`src/rtl/fetch_pkg.sv`:
```
// Shared types and constants for the fetch stage.
// Latency: n/a (package only).
// Backpressure: n/a.
package fetch_pkg;

   localparam int          INSTR_BYTES      = 4;
   localparam logic [31:0] RESET_PC_DEFAULT = 32'h0000_0000;

   typedef enum logic [2:0] {
      S_IDLE,
      S_REQ,
      S_DISCARD,
      S_HOLD,
      S_HALTED,
      S_ERR
   } fetch_state_t;

   // Redirect targets must land on an instruction boundary.
   function automatic logic word_aligned(input logic [31:0] addr);
      return addr[1:0] == 2'b00;
   endfunction

endpackage

```
`src/rtl/fetch_sequencer_if.sv`:
```
// Fetch stage bus: instruction-memory request/ack, decode valid/ready, redirect/halt.
// Latency: n/a (wiring only).
// Backpressure: decode stalls via instr_ready; memory stalls by withholding imem_ack.
// Optional: FETCH_PERF_CNT_EN adds retired_cnt and stall_cnt.
interface fetch_sequencer_if;
   import fetch_pkg::*;

   logic        imem_req;
   logic [31:0] imem_addr;
   logic        imem_ack;
   logic [31:0] imem_rdata;
   logic        redirect_valid;
   logic [31:0] redirect_addr;
   logic        halt;
   logic        instr_valid;
   logic [31:0] instr;
   logic [31:0] instr_pc;
   logic        instr_ready;
   logic        halted;
   logic        misaligned;
`ifdef FETCH_PERF_CNT_EN
   logic [31:0] retired_cnt;
   logic [31:0] stall_cnt;
`endif

   modport master (
      output imem_req, imem_addr, instr_valid, instr, instr_pc, halted, misaligned,
      input  imem_ack, imem_rdata, redirect_valid, redirect_addr, halt, instr_ready
`ifdef FETCH_PERF_CNT_EN
      , output retired_cnt, stall_cnt
`endif
   );

   modport slave (
      input  imem_req, imem_addr, instr_valid, instr, instr_pc, halted, misaligned,
      output imem_ack, imem_rdata, redirect_valid, redirect_addr, halt, instr_ready
`ifdef FETCH_PERF_CNT_EN
      , input retired_cnt, stall_cnt
`endif
   );

endinterface

```
`src/rtl/fetch_addr_reg.sv`:
```
// Program counter register: load of a redirect/latched target or +4 increment.
// Latency: new value visible the cycle after load/inc.
// Backpressure: none; holds its value when neither enable is set (load wins).
module fetch_addr_reg
   import fetch_pkg::*;
#(
   parameter logic [31:0] RESET_PC = RESET_PC_DEFAULT
) (
   input  logic        clk,
   input  logic        rst,
   input  logic        load,
   input  logic [31:0] load_addr,
   input  logic        inc,
   output logic [31:0] pc
);

   // PC update: load has priority, increment wraps modulo 2^32.
   always_ff @(posedge clk or posedge rst) begin
      if (rst) begin
         pc <= RESET_PC;
      end else if (load) begin
         pc <= load_addr;
      end else if (inc) begin
         pc <= pc + 32'(INSTR_BYTES);
      end
   end

endmodule

```
`src/rtl/fetch_sequencer.sv`:
```
// Fetch sequencer: issues one fetch at a time, holds the result for decode, obeys redirect/halt.
// Latency: instr_valid the cycle after imem_ack; next request the cycle after accept (2 cycles/instr peak).
// Backpressure: one instruction held until instr_ready; no request issued while holding.
// Optional: FETCH_PERF_CNT_EN adds retired_cnt/stall_cnt performance counters.
module fetch_sequencer
   import fetch_pkg::*;
#(
   parameter logic [31:0] RESET_PC = RESET_PC_DEFAULT
) (
   input  logic              clk,
   input  logic              rst,
   fetch_sequencer_if.master bus
);

   fetch_state_t state;
   logic [31:0]  pc;
   logic [31:0]  tgt;
   logic         halt_pend;
   logic         fetch_req;
   logic         hold_valid;
   logic [31:0]  hold_instr;
   logic [31:0]  hold_pc;
   logic         halt_flag;
   logic         err_flag;
   logic         redir_bad;
   logic         pc_load;
   logic         pc_inc;
   logic [31:0]  pc_load_addr;

   assign redir_bad = bus.redirect_valid && !word_aligned(bus.redirect_addr);

   fetch_addr_reg #(.RESET_PC(RESET_PC)) u_addr (
      .clk       (clk),
      .rst       (rst),
      .load      (pc_load),
      .load_addr (pc_load_addr),
      .inc       (pc_inc),
      .pc        (pc)
   );

   // PC control: only moves when a fetch completes or a redirect is taken outside a fetch.
   always_comb begin
      pc_load      = 1'b0;
      pc_inc       = 1'b0;
      pc_load_addr = bus.redirect_addr;
      case (state)
         S_REQ: begin
            if (!bus.halt && !redir_bad && bus.imem_ack) begin
               if (bus.redirect_valid) pc_load = 1'b1;
               else                    pc_inc  = 1'b1;
            end
         end
         S_DISCARD: begin
            // A fresh redirect arriving with the ack supersedes the latched target.
            if (!bus.halt && !halt_pend && !redir_bad && bus.imem_ack) begin
               pc_load = 1'b1;
               if (!bus.redirect_valid) pc_load_addr = tgt;
            end
         end
         S_HOLD: begin
            if (!bus.halt && !redir_bad && bus.redirect_valid) pc_load = 1'b1;
         end
         default: ;
      endcase
   end

   // Sequencer FSM: priority halt > redirect > ack/accept; a request is never withdrawn.
   always_ff @(posedge clk or posedge rst) begin
      if (rst) begin
         state      <= S_IDLE;
         tgt        <= RESET_PC;
         halt_pend  <= 1'b0;
         fetch_req  <= 1'b0;
         hold_valid <= 1'b0;
         hold_instr <= 32'h0;
         hold_pc    <= 32'h0;
         halt_flag  <= 1'b0;
         err_flag   <= 1'b0;
      end else begin
         case (state)
            S_IDLE: begin
               fetch_req <= 1'b1;
               state     <= S_REQ;
            end
            S_REQ: begin
               if (bus.halt) begin
                  if (bus.imem_ack) begin
                     fetch_req <= 1'b0;
                     halt_flag <= 1'b1;
                     state     <= S_HALTED;
                  end else begin
                     halt_pend <= 1'b1;
                     state     <= S_DISCARD;
                  end
               end else if (redir_bad) begin
                  err_flag <= 1'b1;
                  if (bus.imem_ack) fetch_req <= 1'b0;
                  state <= S_ERR;
               end else if (bus.redirect_valid) begin
                  // With ack: data dropped, new fetch starts at once from the target.
                  if (!bus.imem_ack) begin
                     tgt   <= bus.redirect_addr;
                     state <= S_DISCARD;
                  end
               end else if (bus.imem_ack) begin
                  hold_instr <= bus.imem_rdata;
                  hold_pc    <= pc;
                  hold_valid <= 1'b1;
                  fetch_req  <= 1'b0;
                  state      <= S_HOLD;
               end
            end
            S_DISCARD: begin
               // A pending halt outranks any later redirect, aligned or not.
               if (bus.halt || halt_pend) begin
                  halt_pend <= 1'b1;
                  if (bus.imem_ack) begin
                     fetch_req <= 1'b0;
                     halt_flag <= 1'b1;
                     state     <= S_HALTED;
                  end
               end else if (redir_bad) begin
                  err_flag <= 1'b1;
                  if (bus.imem_ack) fetch_req <= 1'b0;
                  state <= S_ERR;
               end else begin
                  if (bus.redirect_valid) tgt <= bus.redirect_addr;
                  if (bus.imem_ack)       state <= S_REQ;
               end
            end
            S_HOLD: begin
               if (bus.halt) begin
                  hold_valid <= 1'b0;
                  halt_flag  <= 1'b1;
                  state      <= S_HALTED;
               end else if (redir_bad) begin
                  hold_valid <= 1'b0;
                  err_flag   <= 1'b1;
                  state      <= S_ERR;
               end else if (bus.redirect_valid || bus.instr_ready) begin
                  hold_valid <= 1'b0;
                  fetch_req  <= 1'b1;
                  state      <= S_REQ;
               end
            end
            S_ERR: begin
               // An outstanding fetch must still complete before the request drops.
               if (bus.imem_ack) fetch_req <= 1'b0;
            end
            default: ;
         endcase
      end
   end

   assign bus.imem_req    = fetch_req;
   assign bus.imem_addr   = pc;
   assign bus.instr_valid = hold_valid;
   assign bus.instr       = hold_instr;
   assign bus.instr_pc    = hold_pc;
   assign bus.halted      = halt_flag;
   assign bus.misaligned  = err_flag;

`ifdef FETCH_PERF_CNT_EN
   logic [31:0] retired;
   logic [31:0] stalls;
   logic        live;

   assign live = (state != S_HALTED) && (state != S_ERR);

   // Performance counters: accepted instructions and decode stall cycles, frozen once stopped.
   always_ff @(posedge clk or posedge rst) begin
      if (rst) begin
         retired <= 32'h0;
         stalls  <= 32'h0;
      end else if (live) begin
         if (state == S_HOLD && bus.instr_ready && !bus.halt && !bus.redirect_valid)
            retired <= retired + 32'h1;
         if (hold_valid && !bus.instr_ready)
            stalls <= stalls + 32'h1;
      end
   end

   assign bus.retired_cnt = retired;
   assign bus.stall_cnt   = stalls;
`endif

endmodule

```
`src/flat_wrapper.sv`:
```
// flat-port wrapper written by rule: the top's interface ports become plain ports
module fetch_sequencer_flat import fetch_pkg::*;
#(
   parameter logic [31:0] RESET_PC = RESET_PC_DEFAULT
)
  (clk, rst, bus_imem_req, bus_imem_addr, bus_instr_valid, bus_instr, bus_instr_pc, bus_halted, bus_misaligned, bus_imem_ack, bus_imem_rdata, bus_redirect_valid, bus_redirect_addr, bus_halt, bus_instr_ready);
  fetch_sequencer_if bus_i ();
  input  logic clk;
  input  logic rst;
  output wire logic [$bits(bus_i.imem_req)-1:0] bus_imem_req;
  output wire logic [$bits(bus_i.imem_addr)-1:0] bus_imem_addr;
  output wire logic [$bits(bus_i.instr_valid)-1:0] bus_instr_valid;
  output wire logic [$bits(bus_i.instr)-1:0] bus_instr;
  output wire logic [$bits(bus_i.instr_pc)-1:0] bus_instr_pc;
  output wire logic [$bits(bus_i.halted)-1:0] bus_halted;
  output wire logic [$bits(bus_i.misaligned)-1:0] bus_misaligned;
  input wire logic [$bits(bus_i.imem_ack)-1:0] bus_imem_ack;
  input wire logic [$bits(bus_i.imem_rdata)-1:0] bus_imem_rdata;
  input wire logic [$bits(bus_i.redirect_valid)-1:0] bus_redirect_valid;
  input wire logic [$bits(bus_i.redirect_addr)-1:0] bus_redirect_addr;
  input wire logic [$bits(bus_i.halt)-1:0] bus_halt;
  input wire logic [$bits(bus_i.instr_ready)-1:0] bus_instr_ready;
  assign bus_imem_req = bus_i.imem_req;
  assign bus_imem_addr = bus_i.imem_addr;
  assign bus_instr_valid = bus_i.instr_valid;
  assign bus_instr = bus_i.instr;
  assign bus_instr_pc = bus_i.instr_pc;
  assign bus_halted = bus_i.halted;
  assign bus_misaligned = bus_i.misaligned;
  assign bus_i.imem_ack = bus_imem_ack;
  assign bus_i.imem_rdata = bus_imem_rdata;
  assign bus_i.redirect_valid = bus_redirect_valid;
  assign bus_i.redirect_addr = bus_redirect_addr;
  assign bus_i.halt = bus_halt;
  assign bus_i.instr_ready = bus_instr_ready;
  fetch_sequencer #(.RESET_PC(RESET_PC)) u_core (.clk(clk), .rst(rst), .bus(bus_i));
endmodule
```
`config.mk`:
```
export PLATFORM = sky130hd
export DESIGN_NAME = fetch_sequencer_flat
export DESIGN_NICKNAME = d
export VERILOG_FILES = /design/src/rtl/fetch_pkg.sv /design/src/rtl/fetch_sequencer_if.sv /design/src/rtl/fetch_addr_reg.sv /design/src/rtl/fetch_sequencer.sv /design/src/flat_wrapper.sv
export SDC_FILE = /design/constraint.sdc
export NUM_CORES = 1
export LEC_CHECK = 0
export ABC_AREA = 0
export BUFFER_PORTS_ARGS = -buffer_cell sky130_fd_sc_hd__buf_2
export CAP_MARGIN = 20
export CORE_ASPECT_RATIO = 0.8
export CORE_MARGIN = 4
export CORE_UTILIZATION = 50
export CTS_CLUSTER_DIAMETER = 80
export DETAILED_ROUTE_END_ITERATION = 6
export PLACE_DENSITY = 0.76
export SYNTH_ARGS = -nofsm -noshare
export SYNTH_HDL_FRONTEND = slang
export SYNTH_SLANG_ARGS = --single-unit
export TNS_END_PERCENT = 100
```
`constraint.sdc`:
```
create_clock -name clk -period 4.8 [get_ports clk]
set_input_delay 0.24 -clock clk [delete_from_list [all_inputs] [get_ports clk]]
set_output_delay 0.24 -clock clk [all_outputs]
set_load 0.02 [all_outputs]
```
==> impl_summary.log, run 1 <==
INFO  metric layout.cells.most_common = sky130_fd_sc_hd__nand2_1
INFO  metric grt_use_total = 25.0%
INFO  metric clock_skew = 0.00574 ns
INFO  metric drv.max_cap_violation_count = 0
INFO  metric powerDensity = 325 nW/µm²
INFO  metric detail-route-antenna-nets = 0
INFO  metric synthXorXnorAreaFrac = less than 1%
INFO  metric synth_nets = 738
INFO  metric synth-seq-area-share = 53.7%
INFO  metric layout_setup_ws = 1.79 ns
INFO  metric global_route_wire_length_before_repair = 28400 µm
INFO  metric io-pin-count = between 150 and 200
INFO  metric pin_count_of_the_biggest_net_entering_global_routing = 83
INFO  metric remaining_drc_errors = 0
INFO  metric design_area = roughly 7900 µm²
INFO  metric last_weighted_congestion_value_of_the_routability_driven_placer = 0.864
INFO  metric io_buffer_count = 169
INFO  metric synth-edff-count = 0
INFO  metric worst-slew-pin-transition = 1.18 ns
INFO  metric cellLeakagePower = 4.38 nW
INFO  metric worst_skew_pair.late_latency = 0.41 ns
INFO  metric place_worst_setup_slack = 1.89 ns
INFO  metric finalWorstPathRequiredPeriod = 3.01 ns
INFO  metric cpPeakStageDelay = 0.88 ns
INFO  metric start_util = 51.5%
INFO  metric yosys.area.top_type = sky130_fd_sc_hd__dfrtp_1
INFO  metric slowest_stage = sky130_fd_sc_hd__and2_1
INFO  metric detailedRoute.firstPassIterationCount = 5
INFO  metric r2r_end = u_core.u_addr.pc[9]
INFO  metric floorplan.core_area = 12300 µm²
INFO  metric tritoncts = yes
INFO  metric ctsResizeCount = 0
INFO  metric fin_tns_setup = 0 ns
INFO  metric antenna_found_initial = 0
INFO  metric required = about 5.0 ns
INFO  metric die_y = 109 µm
INFO  metric endpoint_of_the_worst_setup_timing_path = u_core.u_addr.pc[9]
INFO  metric simple_gate_portion_of_the_synthesized_area = a little under a quarter
INFO  metric dieArea = 14500 µm²
INFO  metric yosys-top-cells-area = sky130_fd_sc_hd__dfrtp_1 54%, sky130_fd_sc_hd__nand2_1 14%, sky130_fd_sc_hd__mux2_2 3.6%, sky130_fd_sc_hd__mux2_1 2.3%, sky130_fd_sc_hd__mux2i_1 1.9%
INFO  metric timing.final.hold_violations = 0
INFO  metric compound_cell_area_share_of_the_yosys_netlist = 10.4%
INFO  metric clk_pin_slew_worst_paths = ~0.060 ns
INFO  metric timing.hold.worst.class = in2reg
INFO  metric ff2ff_setup_slack = 1.79 ns
INFO  metric yosysWarningCount = 0
INFO  metric grt_pass1_vias = 5560
INFO  metric placement_rows = 36
INFO  metric drt_first_iter_violations = 367
INFO  metric globalRouteOverflowTotal = 0
INFO  metric cts_made_buffers = 17
INFO  metric cp_data_arrival_time = 3.25 ns
INFO  metric setup-violations-final = 0
INFO  metric placed_cell_area = between 7000 and 8000 µm²
INFO  metric antenna-diode-count = 0
INFO  metric yosys.area.top_type_share = between 50% and 60%
INFO  metric cpLargestDelayFamily = simple AND/OR/NAND/NOR gates
INFO  metric synthDistinctLibCells = 64
INFO  metric maximum_buffer_depth_of_the_clock_tree = 2
INFO  metric proportion_of_synthesized_area_in_mux_cells = 7.76%
INFO  metric path_depth = 5
INFO  metric critical_path.max_fanout = 29
INFO  metric routed-via-count = 5547
INFO  metric dominantRegCellSynth = sky130_fd_sc_hd__dfrtp_1
INFO  metric regToRegStartpoint = u_core.state[1]
INFO  metric yosys.area_share.adder = 0.197%
INFO  metric r2r_cells = 5
INFO  metric max-slew-margin-rel = 21.5%
INFO  metric area_growth = 24.4%
INFO  metric finalNetCount = 893
INFO  metric hold_buf_cts = 2
INFO  metric wire_length_per_cell_after_detailed_routing = 17.6 µm
INFO  metric commonest_cells_after_routing_fill_and_taps_aside = 239 x sky130_fd_sc_hd__nand2_1, 169 x sky130_fd_sc_hd__buf_2, 136 x sky130_fd_sc_hd__dfrtp_1
INFO  metric synth_async_sr_flop_share = 100%
INFO  metric place.detailed.hpwl = 12100 µm
INFO  metric status = finished, final reports clean
INFO  metric synth_seq_cells = 136
INFO  metric finalWirelength = 17700 µm
INFO  metric irDropWorstVdd = 0.239 mV
INFO  metric combinational_family_with_the_most_area_after_synthesis = simple AND/OR/NAND/NOR gates
INFO  metric clk_root_buffer_cell = sky130_fd_sc_hd__clkbuf_16
INFO  metric cp_num_buf_inv = 0
INFO  metric timing.setup.critical_path_class = reg2reg
INFO  metric final_layout_size_suffix_gt1_share = 28.0%
INFO  metric setup.worst_path.start = u_core.state[1]
INFO  metric cp-end-kind = flop
INFO  metric fmaxAchievable = 0.333 GHz
INFO  metric numClockSinks = 136
INFO  metric synth_area = ~6300 µm²
INFO  metric timing.critical_path.cells = or4b_4, o22ai_1, and2_1, a31oi_1, a21boi_0
INFO  metric avgSynthCellArea = 9.50 µm²
INFO  metric grt_setup_unrepaired = no
INFO  metric cts-htree-levels = 4
INFO  metric post_drt_via_cell_ratio = 5.51
INFO  metric postCtsSetupRepairBufs = 0
INFO  metric timing.critical_path.from_type = flop
INFO  metric syn-instance-count = 667
INFO  metric slew_viol_final = 0
INFO  metric fin_crit_sh = 62.6%
INFO  metric die_w = 134 µm
==> worst reg2reg max path, delay by kind of cell, from the launching register on <==
kind            cells  cell delay, ns
flops               1            0.70
simple gates        2            1.46
compound gates      3            0.68
==> sequential cells by signal (all words and copies together), names as in the netlist, 3 cells and up <==
| signal | cells |
|---|---|
| u_core.bus.instr | 32 |
| u_core.bus.instr_pc | 32 |
| u_core.state | 3 |
| u_core.tgt | 32 |
| u_core.u_addr.pc | 32 |
==> logic make-up (layout without fill, tap and decap cells) <==
logic type | after synthesis | after routing
and+or+nand+nor | 336 | 336
DFF | 136 | 136
AOI/OAI and AO/OA | 94 | 94
buffers and inverters | 50 | 218
muxes | 45 | 45
xor gates and xnor gates | 5 | 5
adders and majority gates | 1 | 1
==> worst min path at each step <==
stage	end	cells past startpoint	slack (ns)	from
2_1_floorplan	u_core.bus.instr[0]	2	0.35	bus_imem_rdata[0]
3_3_place_gp	u_core.bus.instr[23]	2	0.42	rst
3_5_place_dp	u_core.bus.instr[23]	2	0.43	rst
4_1_cts	u_core.bus.instr[31]	3	0.004	bus_imem_rdata[31]
5_1_grt	u_core.bus.instr[18]	3	0.02	bus_imem_rdata[18]
6_report	u_core.bus.instr[27]	3	0.02	bus_imem_rdata[27]
==> layer usage <==
layer,GRT usage [%],routed length [µm]
met3,7.20,1520
met5,0,0
met4,7.56,245
met2,40.9,8240
met1,32.8,7710
==> power by group <==
group | switching (mW) | internal (mW) | total, mW
Combinational | 0.0601 | 0.0400 | 0.100
Clock | 0.460 | 0.839 | 1.30
Sequential | 0.00749 | 1.15 | 1.16
Total | 0.528 | 2.03 | 2.56
==> stage by stage <==
step	util, %	total power [mW]	hold WS, ns	std cells
after floorplan	-	1.23	0.345	667
after global placement	59.0	1.28	0.419	971
after detailed placement	59.0	1.28	0.432	971
after CTS	64.0	2.59	0.00438	1005
after global routing	64.1	2.66	0.0208	1006
final	64.1	2.56	0.0209	1006
==> layout make-up <==
class                      count  area (µm²)
sequential                   136        3400
inverter                       9        38.8
timing repair buffer         177         915
tap                          171         214
fill                        1042        4410
clock inverter                 9         123
clock buffer                  23         468
multi-input combinational    481        2720
==> cells in the mapped netlist (7+ instances only) <==
library cell               instances
sky130_fd_sc_hd__a211oi_1          8
sky130_fd_sc_hd__a21oi_1          13
sky130_fd_sc_hd__a31oi_1           7
sky130_fd_sc_hd__and3_1           13
sky130_fd_sc_hd__and4_1            7
sky130_fd_sc_hd__buf_2            16
sky130_fd_sc_hd__clkbuf_1         20
sky130_fd_sc_hd__dfrtp_1         136
sky130_fd_sc_hd__inv_1             9
sky130_fd_sc_hd__mux2_1           13
sky130_fd_sc_hd__mux2_2           20
sky130_fd_sc_hd__mux2i_1          12
sky130_fd_sc_hd__nand2_1         239
sky130_fd_sc_hd__nand2b_1          7
sky130_fd_sc_hd__nand3_1          10
sky130_fd_sc_hd__nor2_1           13
sky130_fd_sc_hd__nor3_1           11
sky130_fd_sc_hd__nor4_1            7
sky130_fd_sc_hd__o21ai_0          14
sky130_fd_sc_hd__o22ai_1           8
No activity file was read; power rests on OpenSTA's default activity.
==> inputs of run 2 (changes only) <==
Settings changed: ABC_AREA 0 to 1, PLACE_DENSITY 0.76 to 0.75.
Clock period 4.8 ns to 3.1 ns, I/O delays scaled along.
==> run 2 against run 1 <==
Synthesized cell count rose by 54%. Wire length is 17% higher. Critical path type unchanged. Synthesized area rose by 16%. Critical endpoint is now u_core.u_addr.pc[17]. Non-clock buffer count up 38.
==> impl_summary.log, run 2 <==
INFO  metric net_switching_share_of_the_total_power = 22.3% (+1.7 points)
INFO  metric die_y = 117 µm (+7.3%)
INFO  metric synth_async_sr_flop_share = 100% (unchanged)
INFO  metric endpoint_of_the_worst_setup_timing_path = u_core.u_addr.pc[17]
INFO  metric r2r_end = u_core.u_addr.pc[17]
INFO  metric clock_skew = 0.00510 ns (-0.000634 ns)
INFO  metric design_power_total = 4.20 mW (+64%)
INFO  metric yosys.area.top_type = sky130_fd_sc_hd__dfrtp_1
INFO  metric routed-via-count = 7271 (+31%)
INFO  metric r2r_cells = 10 (+5)
INFO  metric worst_skew_pair.late_latency = 0.42 ns (about the same)
INFO  metric timing.hold.worst.class = in2reg
INFO  metric globalRouteOverflowTotal = 0 (unchanged)
INFO  metric avgSynthCellArea = 7.18 µm² (-24%)
INFO  metric io-pin-count = 170 (unchanged)
INFO  metric cp-end-kind = flop
INFO  metric finalNetCount = 1283 (+44%)
INFO  metric grt_pass1_vias = 6646 (+20%)
INFO  metric powerDensity = 453 nW/µm² (+39%)
INFO  metric drv.max_cap_violation_count = 0 (unchanged)
INFO  metric internal-power = 3.27 mW (+61%)
INFO  metric n_fill_cell = 1281 (+23%)
INFO  metric floorplan.core_area = 14300 µm² (+17%)
INFO  metric tritoncts = yes
INFO  metric timing.critical_path.from_type = flop
INFO  metric post_drt_via_cell_ratio = 5.16 (-6.4%)
INFO  metric finalWorstPathRequiredPeriod = 2.45 ns (-0.558 ns)
INFO  metric fin_tns_setup = 0 ns (unchanged)
INFO  metric timing.final.hold_violations = 0 (unchanged)
INFO  metric cts-htree-levels = 4 (unchanged)
INFO  metric required = 3.41 ns (-1.63 ns)
INFO  metric synth.most_common_cell = sky130_fd_sc_hd__nand2_1
INFO  metric start_util = 51.4% (-0.13 points)
INFO  metric io_buffer_count = 169 (unchanged)
INFO  metric drt_first_iter_violations = 738 (+100%)
INFO  metric pin_count_of_the_biggest_net_entering_global_routing = 106 (+28%)
INFO  metric ctsResizeCount = 0 (unchanged)
INFO  metric cp_data_arrival_time = 2.76 ns (-0.49 ns)
INFO  metric antenna_found_initial = 0 (unchanged)
INFO  metric fin_crit_sh = 79.0% (+16 points)
INFO  metric place.detailed.hpwl = 14400 µm (+19%)
INFO  metric setup.worst_path.start = u_core.state[0]
INFO  metric area_growth = 25.9%
INFO  metric worst-slew-pin-transition = 1.02 ns (-0.153 ns)
INFO  metric die_w = 144 µm (+7.4%)
INFO  metric syn-instance-count = 1027 (+54%)
INFO  metric slew_viol_final = 0 (unchanged)
INFO  metric cellLeakagePower = 4.98 nW (+14%)
INFO  metric synthDistinctLibCells = 31 (-52%)
INFO  metric setup-violations-final = 0 (unchanged)
INFO  metric final_layout_size_suffix_gt1_share = 18.9% (-9.1 points)
INFO  metric antenna-diode-count = 0 (unchanged)
INFO  metric switching_power = 0.936 mW (+77%)
INFO  metric synth-edff-count = 0 (unchanged)
INFO  metric synth_commonest_cells = 417 x sky130_fd_sc_hd__nand2_1, 136 x sky130_fd_sc_hd__dfrtp_1, 112 x sky130_fd_sc_hd__o21ai_0
INFO  metric yosys-top-cells-area = sky130_fd_sc_hd__dfrtp_1 46%, sky130_fd_sc_hd__nand2_1 21%, sky130_fd_sc_hd__o21ai_0 7.6%, sky130_fd_sc_hd__o211ai_1 4.7%, sky130_fd_sc_hd__inv_1 4.6%
INFO  metric commonest_cells_after_routing_fill_and_taps_aside = 417 x sky130_fd_sc_hd__nand2_1, 169 x sky130_fd_sc_hd__buf_2, 136 x sky130_fd_sc_hd__dfrtp_1
INFO  metric timing.setup.critical_path_class = reg2reg
INFO  metric dominantRegCellSynth = sky130_fd_sc_hd__dfrtp_1
INFO  metric clk_root_buffer_cell = sky130_fd_sc_hd__clkbuf_16
INFO  metric maximum_buffer_depth_of_the_clock_tree = 2 (unchanged)
INFO  metric ff2ff_setup_slack = 0.65 ns (-1.14 ns)
INFO  metric critical_path.max_fanout = 29 (unchanged)
INFO  metric remaining_drc_errors = 0 (unchanged)
INFO  metric cts_made_buffers = 17 (unchanged)
INFO  metric synth_nets = 1098 (+49%)
INFO  metric p_comb_share = 6.0% (+2.1 points)
INFO  metric grt_setup_unrepaired = no
INFO  metric layout.cells.most_common = sky130_fd_sc_hd__nand2_1
INFO  metric grt_use_total = 25.3% (+0.27 points)
INFO  metric timing.hold.ws = 0.0367 ns (+0.0158 ns)
INFO  metric seq_power_share = 42.8% (-2.6 points)
INFO  metric place_worst_setup_slack = 0.466 ns (-1.43 ns)
INFO  metric clk_pin_slew_worst_paths = 0.06 ns (about the same)
INFO  metric synth_area = 7370 µm² (+16%)
INFO  metric fmaxAchievable = 0.408 GHz (+23%)
INFO  metric regToRegStartpoint = u_core.state[0]
INFO  metric status = finished, final reports clean
INFO  metric detail-route-antenna-nets = 0 (unchanged)
INFO  metric irDropWorstVdd = 0.410 mV (+72%)
INFO  metric layout_setup_ws = 0.652 ns (-1.14 ns)
INFO  metric clock_power_share = 51.1% (+0.4 points)
INFO  metric numClockSinks = 136 (unchanged)
INFO  metric wire_length_per_cell_after_detailed_routing = 14.7 µm (-16%)
INFO  metric synth-seq-area-share = 46.2% (-7.6 points)
INFO  metric dieArea = 16800 µm² (+15%)
INFO  metric synth_seq_cells = 136 (unchanged)
INFO  metric max-slew-margin-rel = 31.6% (+10 points)
INFO  metric yosys.area.top_type_share = 46.2% (-7.6 points)
INFO  metric finalWirelength = 20700 µm (+17%)
INFO  metric placement_rows = 39 (+8.3%)
INFO  metric detailedRoute.firstPassIterationCount = 5 (unchanged)
INFO  metric last_weighted_congestion_value_of_the_routability_driven_placer = 0.912 (+5.6%)
INFO  metric yosysWarningCount = 0 (unchanged)
INFO  metric global_route_wire_length_before_repair = 33300 µm (+17%)
run 2: metal layers:
layer / wire length (µm) / up-vias / GRT usage (%) / part of all wire (%)
met2: 9440 / 255 / 38.8 / 45
met4: 446 / 0 / 8.41 / 2.2
met1: 9280 / 3332 / 35.5 / 45
met3: 1580 / 38 / 6.10 / 7.6
met5: 0 / - / 0 / 0
li1: - / 3646 / - / -
run 2: worst min path at each step:
stage	from	endpoint	slack, ns	depth (start not counted)
floorplan	bus_imem_rdata[0]	u_core.bus.instr[0]	0.26	2
global placement	rst	u_core.bus.instr[25]	0.32	3
detailed placement	rst	u_core.bus.instr[19]	0.32	3
CTS	bus_redirect_addr[1]	u_core.tgt[1]	0.02	3
global route	bus_redirect_addr[4]	u_core.tgt[4]	0.05	3
finish	bus_redirect_addr[1]	u_core.tgt[1]	0.04	3
run 2: power groups by stage:
stage	sequential (mW)	clock (mW)	combinational, mW
CTS	1.80	2.18	0.254
floorplan	1.84	0	0.107
global placement	1.83	0	0.218
global route	1.80	2.27	0.286
detailed placement	1.83	0	0.220
finish	1.80	2.15	0.254
run 2: what timing repair did:
item | 4_1_cts | 5_1_grt
hold buffers | 33 | 0
setup buffers | 0 | 0
endpoints found under the hold margin | 168 | 0
run 2: critical path, cell delays in order (launching register included):
cell                      delay (ns)
sky130_fd_sc_hd__dfrtp_1        0.38
sky130_fd_sc_hd__inv_1          0.11
sky130_fd_sc_hd__nand3_2        0.11
sky130_fd_sc_hd__buf_4          0.30
sky130_fd_sc_hd__nor2_1         0.14
sky130_fd_sc_hd__nand2_1        0.13
sky130_fd_sc_hd__nand3_2        0.10
sky130_fd_sc_hd__nor2_2         0.78
sky130_fd_sc_hd__nand2_1        0.12
sky130_fd_sc_hd__nand2_1        0.11
sky130_fd_sc_hd__nor2_1         0.04
run 2: cell families after synthesis:
logic type	after synthesis	synth area share [%]
adders and majority gates	1	0.170
buffers and inverters	144	8.40
and+or+nand+nor	550	29.5
AOI/OAI and AO/OA	185	14.5
xor gates and xnor gates	11	1.31
DFF	136	46.2
run 2: metrics by stage:
| stage | std cells | utilization (%) | cell area (µm²) |
|---|---|---|---|
| after global routing | 1409 | 64.7 | 9280 |
| final | 1409 | 64.7 | 9280 |
| after detailed placement | 1343 | 57.9 | 8310 |
| after global placement | 1343 | 57.9 | 8310 |
| after floorplan | 1027 | - | 7380 |
| after CTS | 1408 | 64.6 | 9270 |
run 2: cell type report:
type | count | area, µm² | share of cell area (%)
Tap cell | 184 | 230 | 2.48
Clock buffer | 19 | 453 | 4.88
Inverter | 95 | 360 | 3.88
Multi-Input combinational cell | 747 | 3360 | 36.2
Timing Repair Buffer | 215 | 1300 | 14.0
Sequential cell | 136 | 3400 | 36.7
Clock inverter | 13 | 176 | 1.90
